**src/rtl/booth_pkg.sv**
```systemverilog
// booth_pkg
// Shared definitions for the radix-4 Booth multiplier family.
//   state_t    : sequencer states (ST_IDLE, ST_RUN)
//   TRIP_*     : Booth triplet codes {q[i+1], q[i], q[i-1]}
//   pp_sel_t   : partial-product selection (zero, +M, +2M, -M, -2M)
//   booth_decode(triplet) -> pp_sel_t
package booth_pkg;

  typedef enum logic {
    ST_IDLE = 1'b0,
    ST_RUN  = 1'b1
  } state_t;

  localparam logic [2:0] TRIP_000 = 3'b000;
  localparam logic [2:0] TRIP_001 = 3'b001;
  localparam logic [2:0] TRIP_010 = 3'b010;
  localparam logic [2:0] TRIP_011 = 3'b011;
  localparam logic [2:0] TRIP_100 = 3'b100;
  localparam logic [2:0] TRIP_101 = 3'b101;
  localparam logic [2:0] TRIP_110 = 3'b110;
  localparam logic [2:0] TRIP_111 = 3'b111;

  typedef enum logic [2:0] {
    PP_ZERO = 3'd0,
    PP_P1   = 3'd1,
    PP_P2   = 3'd2,
    PP_N1   = 3'd3,
    PP_N2   = 3'd4
  } pp_sel_t;

  // Standard radix-4 recoding: each triplet selects one of five multiples.
  function automatic pp_sel_t booth_decode(input logic [2:0] triplet);
    case (triplet)
      TRIP_000, TRIP_111: return PP_ZERO;
      TRIP_001, TRIP_010: return PP_P1;
      TRIP_011:           return PP_P2;
      TRIP_100:           return PP_N2;
      TRIP_101, TRIP_110: return PP_N1;
      default:            return PP_ZERO;
    endcase
  endfunction

endpackage

```
**src/rtl/booth_r4_encoder.sv**
```systemverilog
// booth_r4_encoder
// Combinational radix-4 Booth partial-product generator.
//   triplet : {q[i+1], q[i], q[i-1]} from the multiplier
//   m       : W-bit signed multiplicand
//   pp      : W+2-bit signed partial product (0, +/-M, +/-2M)
module booth_r4_encoder
  import booth_pkg::*;
#(
  parameter int W = 10
) (
  input  logic [2:0]   triplet,
  input  logic [W-1:0] m,
  output logic [W+1:0] pp
);

  logic [W+1:0] m_ext;

  // Two guard bits keep +/-2M exact for any W-bit signed M.
  assign m_ext = {{2{m[W-1]}}, m};

  // Select the partial product for this triplet.
  always_comb begin
    pp = '0;
    case (booth_decode(triplet))
      PP_P1:   pp = m_ext;
      PP_P2:   pp = m_ext << 1;
      PP_N1:   pp = -m_ext;
      PP_N2:   pp = -(m_ext << 1);
      default: pp = '0;
    endcase
  end

endmodule

```
**src/rtl/booth_r4_seq_multiplier.sv**
```systemverilog
// booth_r4_seq_multiplier
// Sequential radix-4 Booth multiplier retiring two multiplier bits per clock.
//   clk, rst      : rising-edge clock, asynchronous active-high reset
//   start         : request, sampled only while busy=0
//   is_signed     : 1 = two's-complement operands, 0 = unsigned
//   multiplicand  : N-bit operand M
//   multiplier    : N-bit operand Q
//   busy          : operation in progress
//   done          : one-cycle pulse, product valid
//   product       : 2N-bit result, held until the next completion
module booth_r4_seq_multiplier #(
  parameter int N = 8
) (
  input  logic           clk,
  input  logic           rst,
  input  logic           start,
  input  logic           is_signed,
  input  logic [N-1:0]   multiplicand,
  input  logic [N-1:0]   multiplier,
  output logic           busy,
  output logic           done,
  output logic [2*N-1:0] product
);
  import booth_pkg::*;

  // Two extra bits let unsigned operands be treated as positive signed values.
  localparam int W    = N + 2;
  localparam int ITER = W / 2;
  localparam int CW   = $clog2(ITER + 1);

  generate
    if ((N < 4) || ((N % 2) != 0)) begin : g_bad_n
      $error("booth_r4_seq_multiplier: N must be even and >= 4");
    end
  endgenerate

  state_t         state;
  logic [W+1:0]   acc;
  logic [W-1:0]   qx;
  logic           q_m1;
  logic [W-1:0]   mx;
  logic [CW-1:0]  count;
  logic [W+1:0]   pp;
  logic [W+1:0]   acc_sum;
  logic [2*W+2:0] shifted;

  booth_r4_encoder #(.W(W)) u_encoder (
    .triplet (({qx[1:0], q_m1})),
    .m       (mx),
    .pp      (pp)
  );

  // One iteration: accumulate the partial product, then shift {A,Qx,q_m1}
  // right by two with sign fill.
  always_comb begin
    acc_sum = acc + pp;
    shifted = $signed({acc_sum, qx, q_m1}) >>> 2;
  end

  // Sequencer and datapath registers. The final iteration writes the product
  // straight from the shifted value so done and product appear together.
  always_ff @(posedge clk or posedge rst) begin
    if (rst) begin
      state   <= ST_IDLE;
      busy    <= 1'b0;
      done    <= 1'b0;
      product <= '0;
      acc     <= '0;
      qx      <= '0;
      q_m1    <= 1'b0;
      mx      <= '0;
      count   <= '0;
    end else begin
      done <= 1'b0;
      case (state)
        ST_IDLE: begin
          if (start) begin
            mx    <= is_signed ? {{2{multiplicand[N-1]}}, multiplicand} : {2'b00, multiplicand};
            qx    <= is_signed ? {{2{multiplier[N-1]}}, multiplier} : {2'b00, multiplier};
            acc   <= '0;
            q_m1  <= 1'b0;
            count <= CW'(ITER);
            busy  <= 1'b1;
            state <= ST_RUN;
          end
        end
        ST_RUN: begin
          acc   <= shifted[2*W+2:W+1];
          qx    <= shifted[W:1];
          q_m1  <= shifted[0];
          count <= count - CW'(1);
          if (count == CW'(1)) begin
            product <= shifted[2*N:1];
            done    <= 1'b1;
            busy    <= 1'b0;
            state   <= ST_IDLE;
          end
        end
        default: state <= ST_IDLE;
      endcase
    end
  end

endmodule

```
**config.mk**
```make
export PLATFORM = sky130hd
export DESIGN_NAME = booth_r4_seq_multiplier
export DESIGN_NICKNAME = d
export VERILOG_FILES = /design/src/rtl/booth_pkg.sv /design/src/rtl/booth_r4_encoder.sv /design/src/rtl/booth_r4_seq_multiplier.sv
export SDC_FILE = /design/constraint.sdc
export NUM_CORES = 1
export LEC_CHECK = 0
export ABC_AREA = 1
export CAP_MARGIN = 15
export CORE_MARGIN = 5
export CORE_UTILIZATION = 50
export CTS_CLUSTER_DIAMETER = 200
export DETAILED_ROUTE_END_ITERATION = 10
export PLACE_DENSITY = 0.75
export REMOVE_ABC_BUFFERS = 1
export SETUP_SLACK_MARGIN = 0.02
export SYNTH_ARGS = -nofsm -noshare
export SYNTH_HDL_FRONTEND = slang
export SYNTH_SLANG_ARGS = --single-unit
```
**constraint.sdc**
```tcl
create_clock -name clk -period 2.7 [get_ports clk]
set_clock_uncertainty 0.1 [all_clocks]
set_input_delay 0.405 -clock clk [delete_from_list [all_inputs] [get_ports clk]]
set_output_delay 0.405 -clock clk [all_outputs]
set_load 0.02 [all_outputs]
```
Word level (Yosys, flattened, before mapping)
Memories as Yosys holds them, arrays and structs flattened.
Index checks and enable logic that the tools add are counted.
{"block": "totals", "latchBits": 0, "rom_bits": 24, "in_bits": 20, "register_bits": 55, "mem_bits_rw": 0, "out_inout_bits": 18, "mem_count": 1, "elab_cells": 44}
{"block": "op_classes", "reduce_logical": 3, "n_mul": 0, "div": 0, "n_bitwise": 1, "addsub": 4, "n_mux": 19, "n_shift": 0, "order_cmp": 0, "n_eq_ne": 7}
{"memory": "(no name shown)", "words": 8, "word_bits": 3, "read_ports": 1, "rd_clocked_by_memory_dff": 0, "wr": 0, "line_no": "booth_pkg.sv:33", "source": "case (triplet)"}
{"operator": "$pmux W12 S4", "count": 1}
{"operator": "$mux W10", "count": 3}
{"operator": "$neg A12 Y12", "count": 2}
{"operator": "$pmux W12 S2", "count": 1}
{"operator": "$pmux W10 S2", "count": 1}
{"operator": "$add A12 B12 Y12", "count": 1}
{"operator": "$mux W12", "count": 1}
{"operator": "$mux W1", "count": 7}
{"operator": "$eq A3 B1 Y1 const B", "count": 2}
{"operator": "$eq A3 B2 Y1 const B", "count": 2}
{"operator": "$pmux W1 S2", "count": 3}
{"operator": "$pmux W3 S2", "count": 1}
{"operator": "$reduce_and A2 Y1", "count": 3}
{"operator": "$eq A3 B3 Y1 const B", "count": 1}
{"operator": "$mux W3", "count": 1}
{"operator": "$sub A3 B1 Y3 const B", "count": 1}
{"operator": "$ne A2 B1 Y1 const B", "count": 1}
{"operator": "$ne A2 B2 Y1 const B", "count": 1}
{"operator": "$not A1 Y1", "count": 1}

Longest topological paths before layout
An unclocked memory read counts as a cell.
{"block": "depth", "depth_word": 5, "ltp_mapped": 20, "depth_no_buf": 20}

By module
A second synthesis with hierarchy kept.
{"block": "hier_totals", "cells_unflattened": 435, "hier_area_um2": 3225.6}
{"mod": "booth_r4_seq_multiplier", "cells_each": 328, "seq_area_each_um2": 1301.2, "n_inst": 1, "area_per_inst_um2": 2657.5}
{"mod": "booth_r4_encoder", "cells_each": 107, "seq_area_each_um2": 0.0, "n_inst": 1, "area_per_inst_um2": 568.0}

Least setup slack after synthesis
Ideal clock, no wire load.
{"block": "synth_path", "path_type": "flip-flop to flip-flop", "start": "register mx[1]", "end": "register acc[3]", "slack_ns": 0.090, "setup_ns": 0.117, "path_stages_with_launch": 16, "arrival_ns": 2.393, "period_less_slack_ns": 2.610, "required_time_ns": 2.483, "path_cell_list": "dfrtp_1 inv_1 ha_1 nand2_2 nor2_2 xor2_1 inv_1 a22oi_1 o221ai_1 ha_1 nand2_1 o21ai_0 a21oi_1 or2_2 nand3_1 nand2_1"}
{"block": "synth_via", "elab_chain_cells": 4}
{"item": "start: declaration", "line_no": "booth_r4_seq_multiplier.sv:41", "source": "logic [W-1:0] mx;"}
{"item": "start signal: assignment", "line_no": "booth_r4_seq_multiplier.sv:78", "source": "mx <= is_signed ? {{2{multiplicand[N-1]}}, multiplicand} : {2'b00, multiplicand};"}
{"item": "$neg A12 Y12, on equally long branches", "line_no": "booth_r4_encoder.sv:27, booth_r4_encoder.sv:28"}
{"item": "$pmux W12 S4 (*)", "line_no": "booth_r4_encoder.sv:24", "source": "case (booth_decode(triplet))"}
{"item": "$add A12 B12 Y12 (*)", "line_no": "booth_r4_seq_multiplier.sv:56", "source": "acc_sum = acc + pp;"}
{"item": "$pmux W12 S2 (*)", "line_no": "booth_r4_seq_multiplier.sv:75", "source": "case (state)"}
{"item": "end signal: assignment", "line_no": "booth_r4_seq_multiplier.sv:88", "source": "acc <= shifted[2*W+2:W+1];"}
{"item": "end: declaration", "line_no": "booth_r4_seq_multiplier.sv:38", "source": "logic [W+1:0] acc;"}
Mark *: on every way between the ends. The rest lies on a longest branch, timed or not.
A chain may end at the register's enable or synchronous reset.

Worst setup path after layout
{"block": "layout_path", "start": "register q_m1", "end": "register acc[10]"}
{"block": "layout_via", "elab_chain_cells": 5}
{"item": "start: declaration", "line_no": "booth_r4_seq_multiplier.sv:40", "source": "logic q_m1;"}
{"item": "start signal: assignment", "line_no": "booth_r4_seq_multiplier.sv:90", "source": "q_m1 <= shifted[0];"}
{"item": "$mem_v2 Z8 W3 (*)"}
{"item": "$eq A3 B3 Y1, or another cell as far along", "line_no": "booth_r4_encoder.sv:24"}
{"item": "$pmux W12 S4 (*)", "line_no": "booth_r4_encoder.sv:24"}
{"item": "$add A12 B12 Y12 (*)", "line_no": "booth_r4_seq_multiplier.sv:56"}
{"item": "$pmux W12 S2 (*)", "line_no": "booth_r4_seq_multiplier.sv:75"}
Marks and branches as above.

==> reports/summary.md <==
For flop-to-flop paths, the worst setup slack is -0.05 ns. The net count of the finished layout was 481; the compound-gate portion of the synthesized area was 0.156. After synthesis, the cell types taking the most area are dfrtp_1, nand2_1, o21ai_0. The commonest cells after synthesis are nand2_1, dfrtp_1, inv_1, o21ai_0, nand3_1. In the routed design, unresolved DRC markers number 0. For the pin with the worst max-slew slack, the measured transition is 0.668 ns. Of all cell types, the one taking the most synthesized area is dfrtp_1. The routed length per instance is 15.4 um, and the area of all placed cells without fillers is 3970 um^2.

The area enclosed by the die boundary is 7750 um^2. Once placement finished, the instance area stood at 3630 um^2. The tool flagged a number of max-cap violations equal to 0. Wire segments on met3 add up to 445 um in the final route. The run gives 0 as the initial antenna violation count. The detailed placer's ending HPWL is 5760 um. The tree built by TritonCTS fans out to 52 sinks. The deepest level of the CTS H-tree was 2; the register bit count reported by yosys was 52. Synthesis instantiated 36 different standard cells from the library. TritonCTS built the clock tree. The final reports fail on negative setup slack.

The fraction of the mapped netlist area in simple logic gates was 0.239; the area of the core was 5920 um^2. The final setup slack of the worst path is -0.0464 ns. The area share of the largest cell type after synthesis works out to 0.428.

The data required time of the worst path was 2.82 ns. The count of port buffers added during placement was 37; the area growth from synthesis to final layout was 30.6%. Worst min-delay path class: in -> async. The logs give 3590 um for the post-route met1 wirelength and 2 for the maximum root-to-sink buffer count. The most frequent cell after synthesis was nand2_1. Setup repair after global routing could not meet its margin everywhere. The maximum clock frequency is 364 MHz.

38 I/O pins were placed. Entering global routing, the biggest net connects 29 pins. Measured along the x axis, the die boundary spans 88.0 um.

Element type at the critical path start: a register. The run gives 0 as the warning count from the yosys run. The synthesized-area fraction occupied by adder cells was 0.0724.

Overall fraction of global-route tracks in use: 0.222. In this run the cell area of the synthesized design comes to 3040 um^2. The logs give 0.514 for the initial standard-cell utilization of the core and 477 for the count of filler cells inserted in the layout. The detailed-routed wire length on met2 is 3800 um. By startpoint and endpoint, the worst setup path is classified as reg -> reg. The proportion of synthesized area in mux cells was 0; the count of final setup violators was 6.

Counting every instance in the synthesized netlist gives 383. The tools report the routed wire length as 7990 um. The run gives 2844 as the overall via count from detail_route.

Part of the Yosys area used for sequential elements: 0.428. The final max-slew violation count is 0, and the clock transition time at the flip-flop clock pins of the worst setup and hold paths is 0.11 ns. After synthesis, the largest family of logic cells by area is simple AND/OR/NAND/NOR gates. The xor-xnor portion of the synthesized cell area is 0.0230. The mean area per synthesized cell is 7.94 um^2, and the post-route minimum period is 2.75 ns. Dividing the detail-routed via count by the number of cells gives 5.47. Measured along the y axis, the die boundary spans 88.0 um. The count of nets left with antenna violations once routing finished came out at 0. The run gives 5 as the number of search-and-repair iterations in the first detailed-routing pass. The relative slew slack was 0.555.

The run gives 0.32 ns as the source-to-sink clock delay at the later pin of the worst-skew pair. The number of buffers created by CTS was 5. Among all flip-flop cells after synthesis, the most frequent one is dfrtp_1.

The worst setup path is captured at a register. The critical-path maximum fanout is 4. The proportion of synthesized flip-flops having asynchronous set or reset is 1.00. The antenna diode instance count is 0.

The run finished, with violations left. The total overflow reported by the global router was 0. Data arrives at the worst endpoint at 2.86 ns.

For the final hold violation count, the log shows 0. The ratio of cells with drive above 1 in the final layout came out at 0.191. The post-route fraction of the period consumed by the critical path is 1.02. Hold repair after CTS inserted 0 buffers.

After the first detailed-routing iteration, the DRC count stood at 148. The synthesized design contains 0 enable-type register cells. The first global-routing pass estimated 13400 um of wire. In this run the top signal layer used is met4.

The run gives 0.953 as the placer's final routability congestion estimate. The initialized floorplan defines 28 standard-cell rows. The tools report the number of global-route vias before repair as 2929.

The tools report the root buffer selected by CTS as clkbuf_8.
## worst paths after layout
kind | from | end | depth (start not counted)
min in group clk | product[11]$_DFFE_PP0P_ | product[11]$_DFFE_PP0P_ | 2
max in group asynchronous | rst | state$_DFF_PP0_ | 3
worst min register to register | product[11]$_DFFE_PP0P_ | product[11]$_DFFE_PP0P_ | 2
worst min-delay path | rst | acc[0]$_DFFE_PP0P_ | 2
worst max-delay path | q_m1$_DFFE_PP0P_ | acc[10]$_DFFE_PP0P_ | 13
worst max register to register | q_m1$_DFFE_PP0P_ | acc[10]$_DFFE_PP0P_ | 13
## worst max-delay path, stage by stage, from the launching register on
cell and delay (ns):
dfrtp_1 0.40, inv_1 0.12, ha_4 0.23, nor3_1 0.23, inv_1 0.17, o221ai_1 0.22
ha_1 0.32, a21oi_2 0.26, o21ai_4 0.11, nand3_1 0.08, nand3_1 0.10, nand3b_1 0.17
nand3_1 0.07, nand2_1 0.06
## area by class of cell
cell class                 instances  area (um^2)  share of cell area
timing repair buffer              65          592               0.149
tap                               75         93.8              0.0236
clock buffer                       5         68.8              0.0173
clock inverter                     3         28.8             0.00724
sequential                        52         1300               0.328
inverter                          51          191              0.0482
multi-input combinational        269         1700               0.427
## registers in the layout (all words and copies together), names as in the netlist
name	cells
count	3
qx	10
state	1
product	16
done	1
mx	9
q_m1	1
acc	10
busy	1
## layout by cell type (no fill, tap or decap), types with 7 or more instances in the layout
cell type and n:
ha_1 11, inv_2 7, o21ai_0 34, inv_1 44, dfrtp_1 52, clkdlybuf4s50_1 37
buf_4 25, nand3_1 26, nor2_1 15, nand2_1 98
## metrics by stage
stage	util	hold slack [ns]	setup WS [ns]	instances	setup TNS [ns]
2_1_floorplan	-	0.355	0.0848	372	0
3_3_place_gp	0.613	0.358	-0.0522	508	-0.0847
3_5_place_dp	0.613	0.364	-0.108	508	-0.338
4_1_cts	0.650	0.304	0.0160	519	0
5_1_grt	0.671	0.335	-0.281	520	-2.16
6_report	0.671	0.287	-0.0464	520	-0.242
## logic make-up (layout without fill, tap and decap cells)
logic type | count (synthesis) | count (layout)
flip-flops | 52 | 52
adder cells (fa/ha/maj) | 17 | 17
AND/OR/NAND/NOR | 164 | 164
buffers and inverters | 62 | 124
XOR/XNOR | 8 | 8
AO/OA/AOI/OAI | 80 | 80
## what timing repair did
| action | 4_1_cts | 5_1_grt |
|---|---|---|
| pin swaps | 9 | 10 |
| resized for setup | 25 | 26 |
| setup buffers | 3 | 1 |
| setup endpoints to repair | 10 | 14 |
## routing by layer
layer / global-route usage / vias up
met5: 0 / -
met4: 0.0948 / 0
met3: 0.0339 / 18
met2: 0.361 / 86
met1: 0.294 / 1355
li1: - / 1385
Power is left out: the tool's default activity adds up to more than one toggle a clock period on the data nets, which glitch-free logic cannot reach.
